===== config.mk =====
export PLATFORM = sky130hd
export DESIGN_NAME = ysyx_25040129_mmu_arbiter
export DESIGN_NICKNAME = d
export VERILOG_FILES = /design/src/rtl/ysyx_25040129_axi_pkg.sv /design/src/rtl/ysyx_25040129_rr_pick.sv /design/src/rtl/ysyx_25040129_mmu_arbiter.sv
export SDC_FILE = /design/constraint.sdc
export NUM_CORES = 1
export LEC_CHECK = 0
export BUFFER_PORTS_ARGS = -buffer_cell sky130_fd_sc_hd__buf_2
export CAP_MARGIN = 10
export CORE_AREA = 2 2 193 195
export CTS_BUF_LIST = sky130_fd_sc_hd__clkbuf_16
export DETAILED_ROUTE_END_ITERATION = 7
export DIE_AREA = 0 0 195 197
export HOLD_SLACK_MARGIN = 0.08
export SLEW_MARGIN = 25
export SYNTH_ARGS = -nofsm -noshare
export SYNTH_HDL_FRONTEND = slang
export SYNTH_SLANG_ARGS = --single-unit

===== constraint.sdc =====
create_clock -name clk -period 1.8 [get_ports clk]
set_input_delay 0.36 -clock clk [delete_from_list [all_inputs] [get_ports clk]]
set_output_delay 0.36 -clock clk [all_outputs]
set_load 0.02 [all_outputs]

===== src/rtl/ysyx_25040129_axi_pkg.sv =====
`default_nettype none
// ============================================================================
//  Module      : ysyx_25040129_axi_pkg
//  Description : Shared types and constants for the MMU-side AXI arbiter:
//                arbiter FSM states, master identifiers and AXI response codes.
//  Revision    : 1.0 - initial release
// ============================================================================
package ysyx_25040129_axi_pkg;

    // Arbiter FSM states
    typedef enum logic [2:0] {
        ST_IDLE    = 3'd0,
        ST_RD_ADDR = 3'd1,
        ST_RD_DATA = 3'd2,
        ST_WR_REQ  = 3'd3,
        ST_WR_RESP = 3'd4
    } state_e;

    // Upstream master identifiers
    typedef enum logic {
        MID_IFU = 1'b0,
        MID_LSU = 1'b1
    } mid_e;

    // AXI response codes
    localparam logic [1:0] c_RESP_OKAY   = 2'b00;
    localparam logic [1:0] c_RESP_SLVERR = 2'b10;

endpackage
`default_nettype wire


===== src/rtl/ysyx_25040129_rr_pick.sv =====
`default_nettype none
// ============================================================================
//  Module      : ysyx_25040129_rr_pick
//  Description : Two-way round-robin read picker.
//                req[0] = IFU request, req[1] = LSU request.
//                last   = master that won the previous read grant.
//                grant  = chosen master; when both request, the one that did
//                         not win last time. With no request the output is
//                         MID_IFU and is ignored by the caller.
//  Revision    : 1.0 - initial release
// ============================================================================
module ysyx_25040129_rr_pick
    import ysyx_25040129_axi_pkg::*;
(
    input  logic [1:0] req,
    input  mid_e       last,
    output mid_e       grant
);

    always_comb begin
        grant = MID_IFU;
        if (req == 2'b11) begin
            grant = (last == MID_IFU) ? MID_LSU : MID_IFU;
        end else if (req[1]) begin
            grant = MID_LSU;
        end
    end

endmodule
`default_nettype wire


===== src/rtl/ysyx_25040129_mmu_arbiter.sv =====
`default_nettype none
// ============================================================================
//  Module      : ysyx_25040129_mmu_arbiter
//  Description : Shares the single MMU-side AXI4 port between the IFU
//                (read-only) and the LSU (read + write). One transaction in
//                flight at a time; the granted access is stamped with the
//                satp value sampled at grant. LSU writes (AW and W both
//                valid) beat any read; reads use round-robin (RR_EN=1) or
//                fixed LSU-over-IFU priority (RR_EN=0).
//  Ports       : clk/rst (async, active-low), csr_satp,
//                ifu_ar*/ifu_r*  - IFU read channel (slave side)
//                lsu_ar*/lsu_r*/lsu_aw*/lsu_w*/lsu_b* - LSU channels
//                m_ar*/m_r*/m_aw*/m_w*/m_b* - towards the MMU
//  Revision    : 1.0 - initial release
// ============================================================================
module ysyx_25040129_mmu_arbiter
    import ysyx_25040129_axi_pkg::*;
#(
    parameter int unsigned RR_EN = 1,
    parameter int unsigned AW    = 32
) (
    input  logic          clk,
    input  logic          rst,
    input  logic [AW-1:0] csr_satp,
    // IFU read
    input  logic [AW-1:0] ifu_araddr,
    input  logic [2:0]    ifu_arsize,
    input  logic [7:0]    ifu_arlen,
    input  logic [1:0]    ifu_arburst,
    input  logic          ifu_arvalid,
    output logic          ifu_arready,
    output logic [AW-1:0] ifu_rdata,
    output logic [1:0]    ifu_rresp,
    output logic          ifu_rlast,
    output logic          ifu_rvalid,
    input  logic          ifu_rready,
    // LSU read
    input  logic [AW-1:0] lsu_araddr,
    input  logic [2:0]    lsu_arsize,
    input  logic [7:0]    lsu_arlen,
    input  logic [1:0]    lsu_arburst,
    input  logic          lsu_arvalid,
    output logic          lsu_arready,
    output logic [AW-1:0] lsu_rdata,
    output logic [1:0]    lsu_rresp,
    output logic          lsu_rlast,
    output logic          lsu_rvalid,
    input  logic          lsu_rready,
    // LSU write
    input  logic [AW-1:0] lsu_awaddr,
    input  logic          lsu_awvalid,
    output logic          lsu_awready,
    input  logic [AW-1:0] lsu_wdata,
    input  logic [3:0]    lsu_wstrb,
    input  logic          lsu_wvalid,
    output logic          lsu_wready,
    output logic [1:0]    lsu_bresp,
    output logic          lsu_bvalid,
    input  logic          lsu_bready,
    // MMU side
    output logic [AW-1:0] m_araddr,
    output logic [2:0]    m_arsize,
    output logic [7:0]    m_arlen,
    output logic [1:0]    m_arburst,
    output logic          m_arvalid,
    output logic [AW-1:0] m_arsatp,
    input  logic          m_arready,
    input  logic [AW-1:0] m_rdata,
    input  logic [1:0]    m_rresp,
    input  logic          m_rlast,
    input  logic          m_rvalid,
    output logic          m_rready,
    output logic [AW-1:0] m_awaddr,
    output logic          m_awvalid,
    output logic [AW-1:0] m_awsatp,
    input  logic          m_awready,
    output logic [AW-1:0] m_wdata,
    output logic [3:0]    m_wstrb,
    output logic          m_wvalid,
    input  logic          m_wready,
    input  logic [1:0]    m_bresp,
    input  logic          m_bvalid,
    output logic          m_bready
);

    state_e        r_state_q, w_state_d;
    mid_e          r_gid_q,   w_gid_d;    // master owning the current transaction
    mid_e          r_last_q,  w_last_d;   // winner of the most recent read address handshake
    logic [AW-1:0] r_satp_q,  w_satp_d;
    logic          r_aw_done_q, w_aw_done_d;
    logic          r_w_done_q,  w_w_done_d;

    mid_e w_rr_grant;
    mid_e w_fix_grant;
    mid_e w_rd_pick;

    ysyx_25040129_rr_pick u_rr_pick (
        .req   ({lsu_arvalid, ifu_arvalid}),
        .last  (r_last_q),
        .grant (w_rr_grant)
    );

    assign w_fix_grant = lsu_arvalid ? MID_LSU : MID_IFU;
    assign w_rd_pick   = (RR_EN != 0) ? w_rr_grant : w_fix_grant;

    logic w_rd_addr, w_rd_data, w_wr_req, w_wr_resp, w_sel_lsu;
    assign w_rd_addr = (r_state_q == ST_RD_ADDR);
    assign w_rd_data = (r_state_q == ST_RD_DATA);
    assign w_wr_req  = (r_state_q == ST_WR_REQ);
    assign w_wr_resp = (r_state_q == ST_WR_RESP);
    assign w_sel_lsu = (r_gid_q == MID_LSU);

    logic w_aw_hs, w_w_hs, w_aw_fin, w_w_fin;
    assign w_aw_hs  = m_awvalid & m_awready;
    assign w_w_hs   = m_wvalid & m_wready;
    assign w_aw_fin = r_aw_done_q | w_aw_hs;
    assign w_w_fin  = r_w_done_q | w_w_hs;

    always_comb begin
        w_state_d   = r_state_q;
        w_gid_d     = r_gid_q;
        w_last_d    = r_last_q;
        w_satp_d    = r_satp_q;
        w_aw_done_d = r_aw_done_q;
        w_w_done_d  = r_w_done_q;
        case (r_state_q)
            ST_IDLE: begin
                // A write needs both AW and W present before it can be passed on
                if (lsu_awvalid && lsu_wvalid) begin
                    w_state_d = ST_WR_REQ;
                    w_gid_d   = MID_LSU;
                    w_satp_d  = csr_satp;
                end else if (ifu_arvalid || lsu_arvalid) begin
                    w_state_d = ST_RD_ADDR;
                    w_gid_d   = w_rd_pick;
                    w_satp_d  = csr_satp;
                end
            end
            ST_RD_ADDR: begin
                if (m_arvalid && m_arready) begin
                    w_state_d = ST_RD_DATA;
                    w_last_d  = r_gid_q;
                end
            end
            ST_RD_DATA: begin
                if (m_rvalid && m_rready && m_rlast) begin
                    w_state_d = ST_IDLE;
                end
            end
            ST_WR_REQ: begin
                if (w_aw_fin && w_w_fin) begin
                    w_state_d   = ST_WR_RESP;
                    w_aw_done_d = 1'b0;
                    w_w_done_d  = 1'b0;
                end else begin
                    w_aw_done_d = w_aw_fin;
                    w_w_done_d  = w_w_fin;
                end
            end
            ST_WR_RESP: begin
                if (m_bvalid && m_bready) begin
                    w_state_d = ST_IDLE;
                end
            end
            default: w_state_d = ST_IDLE;
        endcase
    end

    always_ff @(posedge clk or negedge rst) begin
        if (!rst) begin
            r_state_q   <= ST_IDLE;
            r_gid_q     <= MID_IFU;
            r_last_q    <= MID_IFU;
            r_satp_q    <= '0;
            r_aw_done_q <= 1'b0;
            r_w_done_q  <= 1'b0;
        end else begin
            r_state_q   <= w_state_d;
            r_gid_q     <= w_gid_d;
            r_last_q    <= w_last_d;
            r_satp_q    <= w_satp_d;
            r_aw_done_q <= w_aw_done_d;
            r_w_done_q  <= w_w_done_d;
        end
    end

    // Read address: granted master's request forwarded while in RD_ADDR only
    assign m_arvalid   = w_rd_addr;
    assign m_araddr    = w_rd_addr ? (w_sel_lsu ? lsu_araddr  : ifu_araddr)  : '0;
    assign m_arsize    = w_rd_addr ? (w_sel_lsu ? lsu_arsize  : ifu_arsize)  : '0;
    assign m_arlen     = w_rd_addr ? (w_sel_lsu ? lsu_arlen   : ifu_arlen)   : '0;
    assign m_arburst   = w_rd_addr ? (w_sel_lsu ? lsu_arburst : ifu_arburst) : '0;
    assign m_arsatp    = w_rd_addr ? r_satp_q : '0;
    assign ifu_arready = w_rd_addr & ~w_sel_lsu & m_arready;
    assign lsu_arready = w_rd_addr &  w_sel_lsu & m_arready;

    // Read data: routed to the granted master; the other one sees nothing
    assign m_rready   = w_rd_data & (w_sel_lsu ? lsu_rready : ifu_rready);
    assign ifu_rvalid = w_rd_data & ~w_sel_lsu & m_rvalid;
    assign ifu_rdata  = (w_rd_data & ~w_sel_lsu) ? m_rdata : '0;
    assign ifu_rresp  = (w_rd_data & ~w_sel_lsu) ? m_rresp : '0;
    assign ifu_rlast  = w_rd_data & ~w_sel_lsu & m_rlast;
    assign lsu_rvalid = w_rd_data & w_sel_lsu & m_rvalid;
    assign lsu_rdata  = (w_rd_data & w_sel_lsu) ? m_rdata : '0;
    assign lsu_rresp  = (w_rd_data & w_sel_lsu) ? m_rresp : '0;
    assign lsu_rlast  = w_rd_data & w_sel_lsu & m_rlast;

    // Write request: each valid drops once its own handshake is done
    assign m_awvalid   = w_wr_req & ~r_aw_done_q;
    assign m_awaddr    = w_wr_req ? lsu_awaddr : '0;
    assign m_awsatp    = w_wr_req ? r_satp_q : '0;
    assign lsu_awready = m_awvalid & m_awready;
    assign m_wvalid    = w_wr_req & ~r_w_done_q;
    assign m_wdata     = w_wr_req ? lsu_wdata : '0;
    assign m_wstrb     = w_wr_req ? lsu_wstrb : '0;
    assign lsu_wready  = m_wvalid & m_wready;

    // Write response
    assign lsu_bvalid = w_wr_resp & m_bvalid;
    assign lsu_bresp  = w_wr_resp ? m_bresp : '0;
    assign m_bready   = w_wr_resp & lsu_bready;

endmodule
`default_nettype wire


Yosys cells after proc, flatten, opt, wreduce, memory -nomap -nowiden. Cells that the tools add are included.

Input bits: 241. Flip-flop bits (word level): 39. Word-level logic and storage cells: 85. Output and inout port bits: 261.

Bitwise operators: 22. Reduce and logical (&&, ||, !) cells: 12. Muxes and demuxes: 35. Equality and inequality tests: 10.

Operator list (number): two-way mux 32 bit (10); two-way mux 3 bit (8); AND 1 bit (17); two-way mux 8 bit (2); one-hot mux 3 bit (5 select lines) (1); two-way mux 2 bit (5); two-way mux 1 bit (8); != test 2 x 1 -> 1 bit (second input constant) (4); equality test 3 x 2 -> 1 bit (second input constant) (2); logical AND 1 bit (6); AND reduction 5 bit (1); two-way mux 4 bit (1); AND reduction 2 bit (2); equality test 3 x 1 -> 1 bit (second input constant) (1); equality test 3 bit (second input constant) (1); logical NOT 3 bit (1); != test 3 bit (second input constant) (1); inverter 1 bit (3); equality test 2 bit (second input constant) (1); bitwise OR 1 bit (2); nonzero test 2 bit (1); logical OR 1 bit (1).

Longest topological paths before layout. Gate-level depths: netlist of the first run.

Depth after elaboration: 7. Mapped depth: 6. Mapped depth without buffers: 4.

Cells and area by module. From an unflattened synthesis of the first run, not the netlist that was laid out.

Cell total of the unflattened synthesis: 451. Area total of the unflattened synthesis: 3871.2 µm².

Modules (own cells, without submodules): ysyx_25040129_mmu_arbiter (cells an instance 450, times used 1, seq. area each 975.9 µm², area an instance 3860.0 µm²); ysyx_25040129_rr_pick (cells an instance 1, times used 1, seq. area each 0.0 µm², area an instance 11.3 µm²).

Worst setup path before layout of the first run. OpenSTA, ideal clock, no wires.

Path type: register -> output. Start: register r_state_q[1]. End: output m_araddr[10]. Slack: -38 ps. Arrival: 1478 ps. Cell stages (with the launch flop): 6. Buffers on the path: 3. Required time: 1440 ps. Cell sequence: dfrtp_1 buf_6 or3b_1 buf_6 buf_2 nor2_1.

Word-level cells in the longest chain between the ends: 2.

RTL lines: start: declaration (RTL line ysyx_25040129_mmu_arbiter.sv:86) `state_e r_state_q, w_state_d;`; start signal: assignment (RTL line ysyx_25040129_mmu_arbiter.sv:178) `r_state_q <= w_state_d;`; equality test 3 x 1 -> 1 bit (RTL line ysyx_25040129_mmu_arbiter.sv:107) `assign w_rd_addr = (r_state_q == ST_RD_ADDR);`; two-way mux 32 bit (RTL line ysyx_25040129_mmu_arbiter.sv:189) `assign m_araddr = w_rd_addr ? (w_sel_lsu ? lsu_araddr : ifu_araddr) : '0;`; end: declaration (RTL line ysyx_25040129_mmu_arbiter.sv:61) `output logic [AW-1:0] m_araddr,`.

Every way passes these cells.

Final worst setup path of the first run.
Start: register r_state_q[2]. End: output lsu_rdata[1].

Word-level cells in the longest chain between the ends: 3.

RTL lines: equality test 3 x 2 -> 1 bit (RTL line ysyx_25040129_mmu_arbiter.sv:108) `assign w_rd_data = (r_state_q == ST_RD_DATA);`; AND 1 bit (RTL line ysyx_25040129_mmu_arbiter.sv:204) `assign lsu_rdata = (w_rd_data & w_sel_lsu) ? m_rdata : '0;`; two-way mux 32 bit (RTL line ysyx_25040129_mmu_arbiter.sv:204); end: declaration (RTL line ysyx_25040129_mmu_arbiter.sv:44) `output logic [AW-1:0] lsu_rdata,`.

Every way passes these cells.

==> metrics.cfg, run 1 <==
[run_status]
outcome = complete, but fails checks
violations = negative setup slack

[detailed_routing]
firstDrtPassIters = 4
drt_iter0_markers = 152
drcViolationCount = 0
ant_nets = 0
routed_wl_mm = 22.62
wl_per_cell_um = 15.67
route.vias.total = 5293
viasPerCell = 3.666

[finish]
finalNetCount = 1216
regArea_um2 = 977.2
multiInputGateArea_um2 = 2738
final_layout_size_suffix_gt1_share_pct = 67.11
syn_to_final_growth_pct = 120.8
final_cell_area_um2 = 8466
final_cells = 1444
fillCellCount = 3922
antenna_cells = 0

[worst_setup_path]
crit_start = r_state_q[2]
cp_max_fo = 36
cp-start-kind = register
crit_required_ns = 1.44
cp.arrival_ns = 1.80
critPathKind = register to output port
r2r-start = r_state_q[2]
cp-end-kind = output port

[timing]
fin_crit_sh_pct = 119.9
setup_violations = 292
slew_violations = 0
clock.fmax_mhz = 463.4
slew_headroom_pct = 66.82
fin_ws_ns = -0.3579
finalHoldViolations = 0
rsz0062_at_grt = yes
finalClockSkew_ns = 0.006289
tightest_slew_ns = 0.4976
fin_tns_setup_ns = -75.85
min_period_ns = 2.158

[synthesis]
synth_cell_types = 32
ys_warn_count = 0
synthesis.area_um2 = 3835
ys_seq_elements = 39
synth_nets = 693
syn_avg_cell_area_um2 = 8.484
syn_inst = 452
synth_seq_area_share_pct = 25.45

[clock_tree]
cts_tree = built
cts_max_level = 2
cts_root_buf = clkbuf_16
cts_inserted_buffers = 5
cts_sinks = 39
clk_pin_slew_ns = 0.06
cts.path.max_buffers = 2
clk_latency_ns = 0.29

[grt]
gr-usage-met2_pct = 19.51
grt_max_degree = 55
grtUsageTotal_pct = 10.32
grt_pass1_wl_mm = 30.07
met1_usage_pct = 11.67
met3_usage_pct = 1.780
overflow = 0
first_global_vias = 5043
antenna_found_initial = 1
grt_busiest_layer = met2

[die]
coreArea_um2 = 36260
boundaryPins = 502
rows = 70
die_h_um = 197
die_x_um = 195
start_util_pct = 10.58
die_area_um2 = 38420

[power_and_ir_drop]
p_leak_uw = 0.004687
pwr-share-comb_pct = 79.7
power_switching_uw = 6053
internal-power_uw = 7050
clkPwrFrac_pct = 6.8
seqPwrFrac_pct = 13.5
switching_share_pct = 46.20
ir_drop_mv = 0.8181
power-per-cell-area_nw_per_um2 = 1548

[min_path]
hold_path.class = input pin to register
hp-start = ifu_arvalid

[place]
io_buffers = 501
place_hpwl_mm = 17.31
placed_cell_area_um2 = 6962
gp_congestion = 0.7965
dp.cells = 1406

[job]
max_cap_violations = 0

[Yosys cell counts]
| cell type | instances | area share [%] |
|---|---|---|
| and2_1 | 204 | 33 |
| nor2_1 | 55 | 5.4 |
| mux2i_1 | 46 | 12 |
| dfrtp_1 | 39 | 25 |
| mux2_2 | 32 | 9.4 |
| buf_2 | 10 | 1.3 |
| clkbuf_1 | 10 | 0.98 |
| buf_4 | 8 | 1.6 |
| and2_2 | 6 | 1.2 |
| a21oi_1 | 5 | 0.65 |
| buf_6 | 5 | 1.5 |
| nand2_1 | 4 | 0.39 |
| a21o_1 | 3 | 0.59 |
| buf_8 | 3 | 1.2 |
| a211oi_1 | 2 | 0.39 |
| nand3b_1 | 2 | 0.39 |
| nor2_8 | 2 | 1.0 |
| o22ai_1 | 2 | 0.33 |
| a31oi_1 | 1 | 0.16 |
| and3_1 | 1 | 0.16 |
| and3b_2 | 1 | 0.26 |
| inv_1 | 1 | 0.098 |
| inv_6 | 1 | 0.23 |
| nand4b_1 | 1 | 0.23 |
| nor2b_1 | 1 | 0.16 |
| nor3_4 | 1 | 0.42 |
| nor3b_1 | 1 | 0.20 |
| o21a_2 | 1 | 0.23 |
| o21ai_0 | 1 | 0.13 |
| o31a_1 | 1 | 0.23 |
| or3b_1 | 1 | 0.23 |
| or3b_4 | 1 | 0.29 |
[through the flow]
stage	hold WS (ns)	setup WS (ns)	power [uW]	utilization, %
floorplan	0.06441	-0.03818	6942	-
global placement	0.3491	-0.06993	9599	19.20
detailed placement	0.3534	-0.09638	9684	19.20
CTS	0.2579	-0.3952	12150	21.86
global route	0.2798	-0.4542	13890	23.35
finish	0.2738	-0.3579	13100	23.35
[layer usage]
layer / share of wire (%) / wire length, um / vias to the layer above
met4: 2.3 / 529 / 0
met5: 0 / 0 / -
met1: 38 / 8666 / 2469
met3: 6.5 / 1468 / 29
met2: 53 / 11960 / 310
li1: - / - / 2485
[flip-flops by register name, summed over array words and instances, names as in the netlist]
signal and cells:
r_aw_done_q 1, r_gid_q 1, r_last_q 1, r_satp_q 32, r_state_q 3, r_w_done_q 1
[power groups by stage]
stage          Sequential [uW]  Combinational (uW)  Clock, uW
2_1_floorplan             1540                5400          0
6_report                  1760               10400        893
3_3_place_gp              1700                7900          0
3_5_place_dp              1720                7970          0
4_1_cts                   1740                9460        946
5_1_grt                   1820               11100        978
[cell type report]
class	count	share of cell area, %
Clock buffer	5	1.478
Inverter	2	0.2365
Sequential cell	39	11.54
Tap cell	468	6.917
Multi-Input combinational cell	375	32.34
Clock inverter	3	0.1921
Timing Repair Buffer	552	47.30
[repair_timing]
item,CTS,global route
pin swaps,15,11
endpoints found under the hold margin,18,0
gates resized for setup,208,105
setup endpoints to repair,261,293
cloned,5,5
hold buffers,1,0
buffers inserted,10,13
[critical path, stage by stage, from the launching register on]
cell and delay [ns]:
dfrtp_1 0.42, or3b_4 0.47, nor2_8 0.12, buf_12 0.17
and2_1 0.16, buf_4 0.14
[path summary, 6_finish.rpt]
path	end	slack, ns	cells past startpoint
max	lsu_rdata[1]	-0.36	5
min	r_gid_q	0.27	2
max reg2reg	r_satp_q[30]	-0.10	7
min reg2reg	r_last_q	0.48	1
max in group asynchronous	r_gid_q	0.73	3
min in group asynchronous	r_satp_q[5]	0.56	2
[cells in the final DEF (no fill, tap or decap), types with 4 or more instances in the layout]
cell         n
a21oi_1      5
and2_1     162
and2_2       7
and2_4      41
buf_12      19
buf_16       4
buf_2      363
buf_4       67
buf_6       90
clkbuf_16   10
dfrtp_1     38
mux2_2      32
mux2i_1     45
nand2_1      4
nor2_1      48
nor2_2       5
[cell families (layout without fill, tap and decap cells)]
family / Yosys count / in the layout / synth area share, %
multiplexers: 78 / 78 / 21.40
AND/OR/NAND/NOR: 281 / 281 / 43.62
flip-flops: 39 / 39 / 25.45
buffers and inverters: 38 / 562 / 6.819
AO/OA/AOI/OAI: 16 / 16 / 2.708
Power figures use the tool's default switching activity.
==> run 2, diff against run 1 <==
--- a/config.mk
+++ b/config.mk
@@ -11,7 +11,8 @@
 export CTS_BUF_LIST = sky130_fd_sc_hd__clkbuf_16
 export DETAILED_ROUTE_END_ITERATION = 7
 export DIE_AREA = 0 0 195 197
-export HOLD_SLACK_MARGIN = 0.08
+export GPL_TIMING_DRIVEN = 0
+export HOLD_SLACK_MARGIN = 0.1
 export SLEW_MARGIN = 25
 export SYNTH_ARGS = -nofsm -noshare
 export SYNTH_HDL_FRONTEND = slang
==> run 2 against run 1 <==
The run still ends with negative setup slack left; clock power grew 22%; power grew 37%; critical path depth grew 1; first-iteration DRC count grew 1.3%; flip-flop and latch count is the same; die area is the same; core utilization grew 6.5 points; non-clock buffer count grew 41; routed wire length grew 23%; clock skew shrank 0.0018 ns; critical endpoint is now ifu_rdata[0]; largest cell class unchanged.
==> metrics.cfg, run 2 (same netlist as run 1, synthesis figures left out) <==
[finish]
final_util_pct = 29.82
final_layout_size_suffix_gt1_share_pct = 87.83
final_cells = 1487
final_common_cell = buf_6
finalNetCount = 1259
final_cell_mix = buf_6, buf_2, and2_4
regMostFlops = r_satp_q
antenna_cells = 0
reg.largest.list = r_satp_q: 32 flops, r_state_q: 3 flops
fillCellCount = 3632
syn_to_final_growth_pct = 182.0
largest_reg_flops = 32
final_cell_area_um2 = 10810

[timing]
tightest_slew_ns = 0.5842
slew_headroom_pct = 61.05
setup_violations = 292
clock.fmax_mhz = 444.7
finalHoldViolations = 0
fin_crit_sh_pct = 124.9
finalClockSkew_ns = 0.004493
fin_ws_ns = -0.4488
slew_violations = 0
rsz0062_at_grt = yes
min_period_ns = 2.249

[place]
dp.cells = 1421
placed_cell_area_um2 = 6939
io_buffers = 501
place_hpwl_mm = 18.57
gp_congestion = 0.8869

[detailed_routing]
firstDrtPassIters = 4
drt_iter0_markers = 154
wl_per_cell_um = 18.70
routed_wl_mm = 27.81
ant_nets = 0
drcViolationCount = 0
route.vias.total = 5692
viasPerCell = 3.828

[die]
rows = 70
die_area_um2 = 38420
start_util_pct = 10.58
die_x_um = 195
boundaryPins = 502
die_h_um = 197
coreArea_um2 = 36260

[power_and_ir_drop]
switching_share_pct = 42.68
power_switching_uw = 7645
power-per-cell-area_nw_per_um2 = 1656
ir_drop_mv = 0.7983
pwr-share-comb_pct = 83.9
internal-power_uw = 10270
clkPwrFrac_pct = 6.1
p_leak_uw = 0.005453
seqPwrFrac_pct = 10.0

[worst_setup_path]
crit_start = r_state_q[2]
cp-end-kind = output port
cp-start-kind = register
crit_required_ns = 1.44
r2r-start = r_state_q[0]
cp.arrival_ns = 1.89
critPathKind = register to output port
cp_max_fo = 5

[grt]
antenna_found_initial = 3
first_global_vias = 5494
grt_max_degree = 40
overflow = 0
grtUsageTotal_pct = 11.94
grt_pass1_wl_mm = 34.48

[job]
max_cap_violations = 0

[clock_tree]
cts.path.max_buffers = 2
clk_pin_slew_ns = 0.07
cts_root_buf = clkbuf_16
cts_tree = built
cts_sinks = 39
cts_inserted_buffers = 5
clk_latency_ns = 0.30
cts_max_level = 2

[min_path]
hold_path.class = input pin to register
hp-start = csr_satp[1]

[run_status]
violations = negative setup slack
outcome = complete, but fails checks

## run 2: area by class of cell
class / instances / area, um2 / share of cell area, %
clock buffers: 5 / 125.1 / 1.157
repair buffers: 560 / 4931 / 45.60
multi-input cells: 376 / 3597 / 33.26
inverters: 2 / 33.78 / 0.3124
well taps: 468 / 585.6 / 5.415
flip-flops and latches: 39 / 978.4 / 9.048
plain buffers: 33 / 503.0 / 4.651
clock inverters: 3 / 43.79 / 0.4050
repair inverters: 1 / 16.27 / 0.1504
## run 2: final timing paths
path	end	slack, ns	cells past startpoint
worst max-delay path	ifu_rdata[0]	-0.45	6
worst max register to register	r_satp_q[27]	-0.21	10
max in group asynchronous	r_state_q[1]	0.75	2
worst min-delay path	r_satp_q[1]	0.29	2
worst min register to register	r_last_q	0.49	1
min in group asynchronous	r_satp_q[12]	0.62	2
## run 2: routing by layer
layer  share of wire, %  vias to the layer above  wire [um]  GRT usage (%)
met1                 37                     2764      10170          13.53
li1                   -                     2592          -              -
met5              0.061                        -         17              0
met4                2.1                        2        589          3.562
met3                6.3                       35       1765          2.070
met2                 55                      299      15270          22.71
## run 2: power by group through the flow
| stage | clock network, uW | logic [uW] | registers [uW] |
|---|---|---|---|
| 2_1_floorplan | 0 | 5400 | 1540 |
| 5_1_grt | 1170 | 15700 | 1830 |
| 3_3_place_gp | 0 | 8050 | 1660 |
| 6_report | 1090 | 15000 | 1790 |
| 4_1_cts | 1140 | 11900 | 1690 |
| 3_5_place_dp | 0 | 8120 | 1690 |
## run 2: what timing repair did
action	CTS	global route
setup endpoints to repair	292	293
setup buffers	30	12
hold buffers	0	1
hold endpoints to repair	0	18
cloned	13	12
resized for setup	505	451
pin swaps	62	86
## run 2: worst max-delay path, stage by stage (launching register included)
cell and delay, ns:
dfrtp_2 0.44, or3b_4 0.48, nor2_8 0.14, buf_4 0.14, buf_4 0.11, and2_2 0.14, buf_4 0.13
## run 2: through the flow
stage	hold WS [ns]	TNS (ns)	setup WS (ns)	total power [uW]
CTS	0.2677	-110.63	-0.5007	14680
detailed placement	0.4757	-72.79	-0.6341	9812
floorplan	0.06441	-1.527	-0.03818	6942
global route	0.2674	-109.37	-0.5055	18700
finish	0.2877	-94.37	-0.4488	17910
global placement	0.4661	-67.47	-0.6138	9715
==> run 3, diff against run 2 <==
--- a/config.mk
+++ b/config.mk
@@ -13,6 +13,9 @@
 export DIE_AREA = 0 0 195 197
 export GPL_TIMING_DRIVEN = 0
 export HOLD_SLACK_MARGIN = 0.1
+export RECOVER_POWER = 50
+export REMOVE_ABC_BUFFERS = 1
+export SETUP_SLACK_MARGIN = 0.2
 export SLEW_MARGIN = 25
 export SYNTH_ARGS = -nofsm -noshare
 export SYNTH_HDL_FRONTEND = slang
==> run 3 against run 2 <==
The flow still finishes with violations (negative setup slack); critical path depth unchanged; flip-flop and latch count unchanged; design area decreased by 22%; core utilization decreased by 6.5 points; clock power about the same; hold slack got worse by 0.011 ns; sequential power increased by 3%; via count decreased by 2.5%; cell count decreased by 3.0%; first-iteration DRC count increased by 2.6%; clock skew increased by 0.011 ns; critical path type unchanged.
==> metrics.cfg, run 3 (same netlist as run 1, synthesis figures left out) <==
[grt]
overflow = 0
grtUsageTotal_pct = 13.19
first_global_vias = 5370
grt_pass1_wl_mm = 36.20
antenna_found_initial = 10
grt_max_degree = 36

[timing]
setup_violations = 293
fin_tns_setup_ns = -121.28
clock.fmax_mhz = 412.3
min_period_ns = 2.426
fin_ws_ns = -0.6255
finalHoldViolations = 0
slew_headroom_pct = 49.38
finalClockSkew_ns = 0.01560
holdWs_ns = 0.2770
slew_violations = 0
fin_crit_sh_pct = 134.8
rsz0062_at_grt = yes
tightest_slew_ns = 0.7592

[power_and_ir_drop]
internal-power_uw = 6738
switching_share_pct = 50.69
clkPwrFrac_pct = 8.0
power-per-cell-area_nw_per_um2 = 1617
ir_drop_mv = 1.209
p_leak_uw = 0.004591
pwr-share-comb_pct = 78.5
seqPwrFrac_pct = 13.5
power_switching_uw = 6927

[clock_tree]
cts_tree = built
cts_inserted_buffers = 5
cts_sinks = 39
clk_pin_slew_ns = 0.08
cts_max_level = 2
clk_latency_ns = 0.31
cts_root_buf = clkbuf_16
cts.path.max_buffers = 2

[die]
coreArea_um2 = 36260
die_h_um = 197
rows = 70
start_util_pct = 10.58
die_x_um = 195
boundaryPins = 502
die_area_um2 = 38420

[finish]
final_layout_size_suffix_gt1_share_pct = 69.38
reg.largest.list = r_satp_q: 32 flops, r_state_q: 3 flops
regArea_um2 = 991.0
final_common_cell = buf_2
finalNetCount = 1210
syn_to_final_growth_pct = 120.4
regMostFlops = r_satp_q
final_util_pct = 23.31
largest_reg_flops = 32
fillCellCount = 3941
final_cell_mix = buf_2, and2_1, buf_6
multiInputGateArea_um2 = 3090

[worst_setup_path]
r2r-start = r_state_q[2]
cp_max_fo = 18
cp_common_cell = buf_12
cp_cell_sequence = buf_12 > or3b_4 > nor2_4 > buf_12 > and2_1 > buf_6
cpPeakStageDelay_ns = 0.51
crit_path_top_delay_cell = dfrtp_4
crit_family = simple AND/OR/NAND/NOR gates
crit_required_ns = 1.44
cp.arrival_ns = 2.07
r2r_slack_ns = -0.27
cp-start-kind = register
rr_endpoint = r_satp_q[8]
path_buf_inv = 3
rr_worst_depth = 5
critPathKind = register to output port
cp-end-kind = output port

[place]
gp_congestion = 0.8289
dp_slack_ns = -1.059
io_buffers = 501
place_hpwl_mm = 18.83

[detailed_routing]
route.vias.total = 5548
firstDrtPassIters = 4
wl_per_cell_um = 19.85
drt_iter0_markers = 158
drcViolationCount = 0
routed_wl_mm = 28.63
viasPerCell = 3.847
ant_nets = 0

[min_path]
hold_path.class = input pin to register
hp-start = csr_satp[5]
hold_end = r_satp_q[5]
holdPathStages = 2

[run_status]
violations = negative setup slack
outcome = complete, but fails checks

[job]
max_cap_violations = 0

==> run 3: changes by cell type in the layout (fill, tap and decap cells not counted), sizes merged, moves of 4 or more <==
cell and delta:
buf -59, nor2 +7, or3b +4, diode +4, and3b +8, clkbuf -11
==> run 3: metrics by stage <==
stage / total power, uW / std cells / area, um2
2_1_floorplan: 6526 / 416 / 3586
3_3_place_gp: 9242 / 1385 / 6679
3_5_place_dp: 9341 / 1387 / 6740
4_1_cts: 12620 / 1429 / 7776
5_1_grt: 14400 / 1438 / 8443
6_report: 13660 / 1442 / 8453
==> run 3: layer usage <==
layer  track usage (%)  wire length (um)  vias up
li1                  -                 -     2524
met1             14.11             10220     2611
met2             25.98             15520      367
met3             2.464              2106       40
met4             4.015               737        6
met5                 0                41        -
==> run 3: layout make-up <==
cell class	instances	area share [%]
repair buffers	524	42.10
multi-input cells	395	36.56
flip-flops and latches	39	11.72
well taps	468	6.927
clock buffers	5	1.480
clock inverters	3	0.5181
repair inverters	2	0.2960
inverters	2	0.2812
diodes	4	0.1184
==> run 3: worst max path at each step <==
stage	to	startpoint	cells past startpoint
after floorplan	lsu_rdata[0]	r_gid_q	3
after global placement	lsu_rdata[29]	r_gid_q	4
after detailed placement	lsu_arready	r_state_q[0]	4
after CTS	ifu_rdata[23]	r_state_q[2]	5
after global routing	lsu_rdata[1]	r_state_q[2]	6
final	lsu_rdata[6]	r_state_q[2]	6
==> run 3: power groups by stage <==
stage               Clock [uW]  Sequential (uW)  Combinational, uW
finish                    1100             1840              10700
global placement             0             2000               7240
floorplan                    0             1770               4760
CTS                       1190             1830               9600
detailed placement           0             1840               7500
global route              1200             1920              11300
==> run 3: what timing repair did <==
action	CTS	global route
hold buffers	1	0
resized for setup	177	187
setup buffers	15	3
setup endpoints to repair	298	296
pin swaps	26	40
gates cloned	18	6
endpoints found under the hold margin	22	0
